## config.mk

```make
export PLATFORM = sky130hd
export DESIGN_NAME = mem_arbiter
export DESIGN_NICKNAME = d
export VERILOG_FILES = /design/src/rtl/mem_arbiter_pkg.sv /design/src/rtl/mem_arb_timeout.sv /design/src/rtl/mem_arbiter.sv
export SDC_FILE = /design/constraint.sdc
export NUM_CORES = 1
export LEC_CHECK = 0
export CAP_MARGIN = 5
export CORE_MARGIN = 8
export CORE_UTILIZATION = 39
export CTS_CLUSTER_SIZE = 12
export DETAILED_ROUTE_END_ITERATION = 12
export PLACE_DENSITY = 0.83
export SETUP_SLACK_MARGIN = 0.2
export SLEW_MARGIN = 25
export SYNTH_ARGS = -nofsm -noshare
export SYNTH_HDL_FRONTEND = slang
export SYNTH_HIERARCHICAL = 1
export SYNTH_SLANG_ARGS = --single-unit
```

## constraint.sdc

```tcl
create_clock -name clk -period 1.7 [get_ports clk]
set_input_delay 0.255 -clock clk [delete_from_list [all_inputs] [get_ports clk]]
set_output_delay 0.255 -clock clk [all_outputs]
set_load 0.005 [all_outputs]
```

## src/rtl/mem_arbiter_pkg.sv

```systemverilog
// mem_arbiter_pkg: shared state/grant encodings and the arbitration rule
// used by the unified memory port arbiter.
package mem_arbiter_pkg;

  typedef enum logic [1:0] {
    IDLE  = 2'b00,
    IBUSY = 2'b01,
    DBUSY = 2'b10
  } arb_state_t;

  typedef enum logic {
    GRANT_FETCH = 1'b0,
    GRANT_DATA  = 1'b1
  } grant_t;

  // Fetches carry no width/sign code on the bus
  localparam logic [2:0] FETCH_CTRL = 3'b000;

  // Data wins when it is the only eligible requester, or on a tie when
  // fetch was the last one served
  function automatic logic grant_to_data(input logic fetch_elig,
                                         input logic data_elig,
                                         input grant_t last);
    return data_elig && (!fetch_elig || (last == GRANT_FETCH));
  endfunction

endpackage

```

## src/rtl/mem_arb_timeout.sv

```systemverilog
// mem_arb_timeout: watchdog that counts busy cycles without bus_ready and
// flags the cycle in which the limit is reached. Only exists when
// MEM_ARB_TIMEOUT_EN is defined.
`ifdef MEM_ARB_TIMEOUT_EN
module mem_arb_timeout #(
  parameter int LIMIT = 255
) (
  input  logic clk,
  input  logic reset,
  input  logic clear,
  input  logic inc,
  output logic expired
);

  localparam int CW = $clog2(LIMIT + 1);

  logic [CW-1:0] count;

  // Count stalled busy cycles; cleared whenever no transaction is active
  always_ff @(posedge clk) begin
    if (reset || clear) begin
      count <= '0;
    end else if (inc) begin
      count <= count + 1'b1;
    end
  end

  assign expired = inc && (count == CW'(LIMIT - 1));

endmodule
`endif

```

## src/rtl/mem_arbiter.sv

```systemverilog
// mem_arbiter: shares one memory port between instruction fetch and data
// access with a single outstanding transaction and a ready handshake.
// Optional watchdog abort enabled by defining MEM_ARB_TIMEOUT_EN.
module mem_arbiter
  import mem_arbiter_pkg::*;
#(
  parameter int ADDR_W         = 32,
  parameter int DATA_W         = 32,
  parameter int TIMEOUT_CYCLES = 255
) (
  input  logic              clk,
  input  logic              reset,
  input  logic              if_req,
  input  logic [ADDR_W-1:0] if_addr,
  output logic [DATA_W-1:0] if_rdata,
  output logic              if_valid,
  output logic              if_stall,
  input  logic              d_req,
  input  logic              d_we,
  input  logic [ADDR_W-1:0] d_addr,
  input  logic [DATA_W-1:0] d_wdata,
  input  logic [2:0]        d_ctrl,
  output logic [DATA_W-1:0] d_rdata,
  output logic              d_valid,
  output logic              d_stall,
  output logic              bus_req,
  output logic              bus_we,
  output logic [ADDR_W-1:0] bus_addr,
  output logic [DATA_W-1:0] bus_wdata,
  output logic [2:0]        bus_ctrl,
  input  logic [DATA_W-1:0] bus_rdata,
  input  logic              bus_ready,
  output logic              bus_err
);

  arb_state_t state;
  grant_t     last_grant;
  logic       fetch_elig;
  logic       data_elig;
  logic       take_data;
  logic       busy;
  logic       timeout_hit;

  // A requester whose completion pulse is showing this cycle is not re-accepted
  assign fetch_elig = if_req & ~if_valid;
  assign data_elig  = d_req & ~d_valid;
  assign take_data  = grant_to_data(fetch_elig, data_elig, last_grant);
  assign busy       = (state != IDLE);

  assign if_stall = if_req & ~if_valid;
  assign d_stall  = d_req & ~d_valid;

`ifdef MEM_ARB_TIMEOUT_EN
  mem_arb_timeout #(
    .LIMIT(TIMEOUT_CYCLES)
  ) u_timeout (
    .clk    (clk),
    .reset  (reset),
    .clear  (~busy),
    .inc    (busy & ~bus_ready),
    .expired(timeout_hit)
  );
`else
  assign timeout_hit = 1'b0;
`endif

  // Arbitration, transaction tracking and registered completion outputs
  always_ff @(posedge clk) begin
    if (reset) begin
      state      <= IDLE;
      last_grant <= GRANT_FETCH;
      bus_req    <= 1'b0;
      bus_we     <= 1'b0;
      bus_addr   <= '0;
      bus_wdata  <= '0;
      bus_ctrl   <= '0;
      if_rdata   <= '0;
      d_rdata    <= '0;
      if_valid   <= 1'b0;
      d_valid    <= 1'b0;
      bus_err    <= 1'b0;
    end else begin
      if_valid <= 1'b0;
      d_valid  <= 1'b0;
      bus_err  <= 1'b0;
      case (state)
        IDLE: begin
          if (fetch_elig || data_elig) begin
            bus_req <= 1'b1;
            if (take_data) begin
              bus_we     <= d_we;
              bus_addr   <= d_addr;
              bus_wdata  <= d_wdata;
              bus_ctrl   <= d_ctrl;
              last_grant <= GRANT_DATA;
              state      <= DBUSY;
            end else begin
              bus_we     <= 1'b0;
              bus_addr   <= if_addr;
              bus_wdata  <= '0;
              bus_ctrl   <= FETCH_CTRL;
              last_grant <= GRANT_FETCH;
              state      <= IBUSY;
            end
          end
        end
        IBUSY: begin
          if (bus_ready) begin
            if_rdata <= bus_rdata;
            if_valid <= 1'b1;
            bus_req  <= 1'b0;
            state    <= IDLE;
          end else if (timeout_hit) begin
            if_rdata <= '0;
            if_valid <= 1'b1;
            bus_err  <= 1'b1;
            bus_req  <= 1'b0;
            state    <= IDLE;
          end
        end
        DBUSY: begin
          if (bus_ready) begin
            if (!bus_we) d_rdata <= bus_rdata;
            d_valid <= 1'b1;
            bus_req <= 1'b0;
            state   <= IDLE;
          end else if (timeout_hit) begin
            if (!bus_we) d_rdata <= '0;
            d_valid <= 1'b1;
            bus_err <= 1'b1;
            bus_req <= 1'b0;
            state   <= IDLE;
          end
        end
        default: begin
          bus_req <= 1'b0;
          state   <= IDLE;
        end
      endcase
    end
  end

endmodule

```

==> impl_results.md <==
* Synth warnings at 6
* Tmin final at 1.497 ns
* Sequential area share after synthesis at 0.5424
* Worst Path Max Fanout at 8
* Post-synth cell types at 29
* # rows at 41
* Mapped Cells at 617
* Fill count at 1,011
* Area Growth Syn to Fin at 73.13%
* Drt pass-1 iters at 4
* Flops & latches, synth at 138
* Fmax at 667.8 MHz
* Syn Area/Cell at 8.255 um2
* Status: finished, final reports clean
* Initial antenna violation count at 0
* Non-Filler Instances at 1,070
* Wirelength per Cell at 17.60 um
* CP peak stage delay at 0.57 ns
* Final count of hold timing violations at 0
* PortBufs at 273
* Chip width at 130.3 um
* Worst-case vdd ir drop at 825.2 uV
* HP Class: in -> reg
* Fin nets at 1,025
* Crit path kind: in -> reg
* Worst path required time at 2.02 ns
* Ant diodes at 0
* Starting density of the core at 0.4020
* Largest net degree at the start of global routing at 47
* Clock Path Buffers at 2
* Drc violations at 0
* H-Tree Depth at 4
* Crit-path slowest cell: clkdlybuf4s50_1
* Power per cell area at 1114 mW/mm2
* CTS buffer count at 17
* Vias in the first global route at 5,240
* Reg-to-reg startpoint: d_valid
* Syn nets at 757
* Hold-fix buffers, CTS at 0
* Cell Area, Synth at 0.005094 mm2
* Worst EP arrival at 1.81 ns
* Sequential cell area at 0.002773 mm2
* Multi-input gate area at 0.002195 mm2
* Crit path to: bus_addr[15]
* P_leak at 0.003882 uW
* # IOs at 275
* DRT iter0 DRCs at 264
* Drt via density at 4.974
* WL final at 18,840 um
* Crit end category: flip-flop
* Crit share post-route at 0.8808
* CP Launch Point: if_req
* Max Cap Violations at 0
* Skew final at 0.006086 ns
* Clock transition at path regs at 0.06 ns
* First-pass GRT wire length at 27,490 um
* Dpl hpwl at 13,100 um
* R2r setup slk at 0.21 ns
* Aggregate global routing overflow at 0
* Worst Reg-to-Reg Cells at 6
* Worst-skew pair later-pin latency at 0.41 ns
* Final setup violating endpoints at 0
* Post-route antenna net violation count at 0
* CORE AREA at 0.01267 mm2
* Chip height at 130.3 um
* Worst setup SP type: primary input
* GRT Overall Usage at 0.2082
* Share of cells above drive strength 1 at 0.1136
* RSZ-0062 raised after global routing: true
* Root Buffer: clkbuf_16
* CTS tree: built
* Slew Limit Fails at 0
* Die area at 0.01697 mm2
* Inst Count DP at 1,032
* Post-layout util at 0.6960
* R2R Path End: bus_addr[15]
* Critical path, cell by cell: clkdlybuf4s50_1 > nand2b_4 > buf_4 > a21boi_4 > clkbuf_16 > nor2_2 > a211oi_2
* Clock tree sinks at 138
* Vias at 5,322
* GPL Wtd Cong at 0.8015
cell families after synthesis:
group / Yosys count / synth area share
buffers and inverters: 54 / 0.04987
other: 1 / 0.0007362
AND/OR/NAND/NOR: 249 / 0.1918
adder cells (fa/ha/maj): 3 / 0.007370
AO/OA/AOI/OAI: 172 / 0.2078
flip-flops: 138 / 0.5424
cells in the mapped netlist, drive strengths merged:
cell | instances | area [um2]
a211oi | 32 | 240.2
a21boi | 1 | 11.26
a21oi | 99 | 506.7
a22oi | 36 | 270.3
a31oi | 1 | 6.260
and2 | 1 | 6.260
and3 | 1 | 6.260
buf | 26 | 148.9
clkbuf | 24 | 90.09
conb | 1 | 3.750
dfxtp | 138 | 2763
ha | 3 | 37.54
inv | 4 | 15.02
nand2 | 163 | 611.8
nand2b | 3 | 33.79
nand3b | 1 | 7.510
nor2 | 75 | 281.5
nor2b | 2 | 12.51
nor3 | 1 | 5.000
o21ai | 1 | 8.760
o22ai | 1 | 6.260
o32ai | 1 | 8.760
or2 | 1 | 6.260
or3 | 1 | 6.260
stage by stage:
| stage | TNS [ns] | power (uW) | cell area [um2] | hold WS (ns) | worst slack [ns] |
|---|---|---|---|---|---|
| after floorplan | 0 | 4503 | 5094 | 0.3910 | 0.2752 |
| after global placement | -0.2859 | 5621 | 8098 | 0.4405 | -0.05488 |
| after detailed placement | -1.846 | 5653 | 8098 | 0.4454 | -0.08388 |
| after CTS | 0 | 9732 | 8636 | 0.2541 | 0.1406 |
| after global routing | 0 | 10250 | 8818 | 0.2886 | 0.1576 |
| final | 0 | 9823 | 8818 | 0.2823 | 0.2026 |
flip-flops by register name, indices dropped and copies added, names as in the netlist, 2 cells and up:
register,count
bus_addr,32
state,2
d_rdata,32
if_rdata,32
bus_wdata,32
bus_ctrl,3
final cells by class:
type	instances	share of cell area
clock buffer	21	0.05335
clock inverter	11	0.02440
inverter	4	0.001986
multi-input combinational	425	0.2489
sequential	138	0.3144
tap	172	0.02440
timing repair buffer	299	0.3326
timing repair:
action	CTS	global route
cloned	0	3
resized for setup	148	28
setup endpoints to repair	174	65
buffers inserted	0	3
pin swaps	0	22
where the power goes:
part           total (uW)  internal (uW)  switching (uW)  leakage (uW)
Clock                4240           2870            1370      0.000333
Combinational        1930           1000             931       0.00242
Sequential           3650           3510             146       0.00113
Total                9820           7380            2440       0.00388
placed cells by master (no fill, tap or decap), types with 2 or more instances in the layout:
cell             instances
nand2_1                163
dlygate4sd2_1          136
clkdlybuf4s50_1        135
dfxtp_1                130
a21oi_1                 98
nor2_1                  63
a22oi_1                 35
a211oi_1                21
clkbuf_16               19
buf_4                   13
nor2_2                  12
a211oi_2                11
buf_12                  11
dfxtp_2                  8
bufinv_16                6
inv_2                    3
clkbuf_8                 3
nand2b_4                 2
nor2b_1                  2
ha_1                     2
clkinv_2                 2
clkinv_4                 2
how the worst min path moves through the flow:
stage,start,endpoint,slack [ns],depth (start not counted)
finish,reset,bus_wdata[0],0.28,2
global route,reset,bus_wdata[31],0.29,2
CTS,reset,bus_wdata[20],0.25,2
detailed placement,if_rdata[6],if_rdata[6],0.45,2
global placement,if_rdata[6],if_rdata[6],0.44,2
floorplan,bus_rdata[0],d_rdata[0],0.39,2
critical path: cells and delay by family:
family / cells / cell delay [ns]
AO/OA/AOI/OAI: 2 / 0.47
buffers and inverters: 3 / 0.96
AND/OR/NAND/NOR: 2 / 0.13
metal layers:
layer  GRT usage  vias to the layer above  part of all wire
met4     0.09016                        0             0.025
met5           0                        -                 0
met1      0.2289                     2455              0.38
li1            -                     2608                 -
met2      0.3507                      224              0.49
met3     0.08119                       35             0.096
Note: power is estimated with default switching activity, not from simulation.
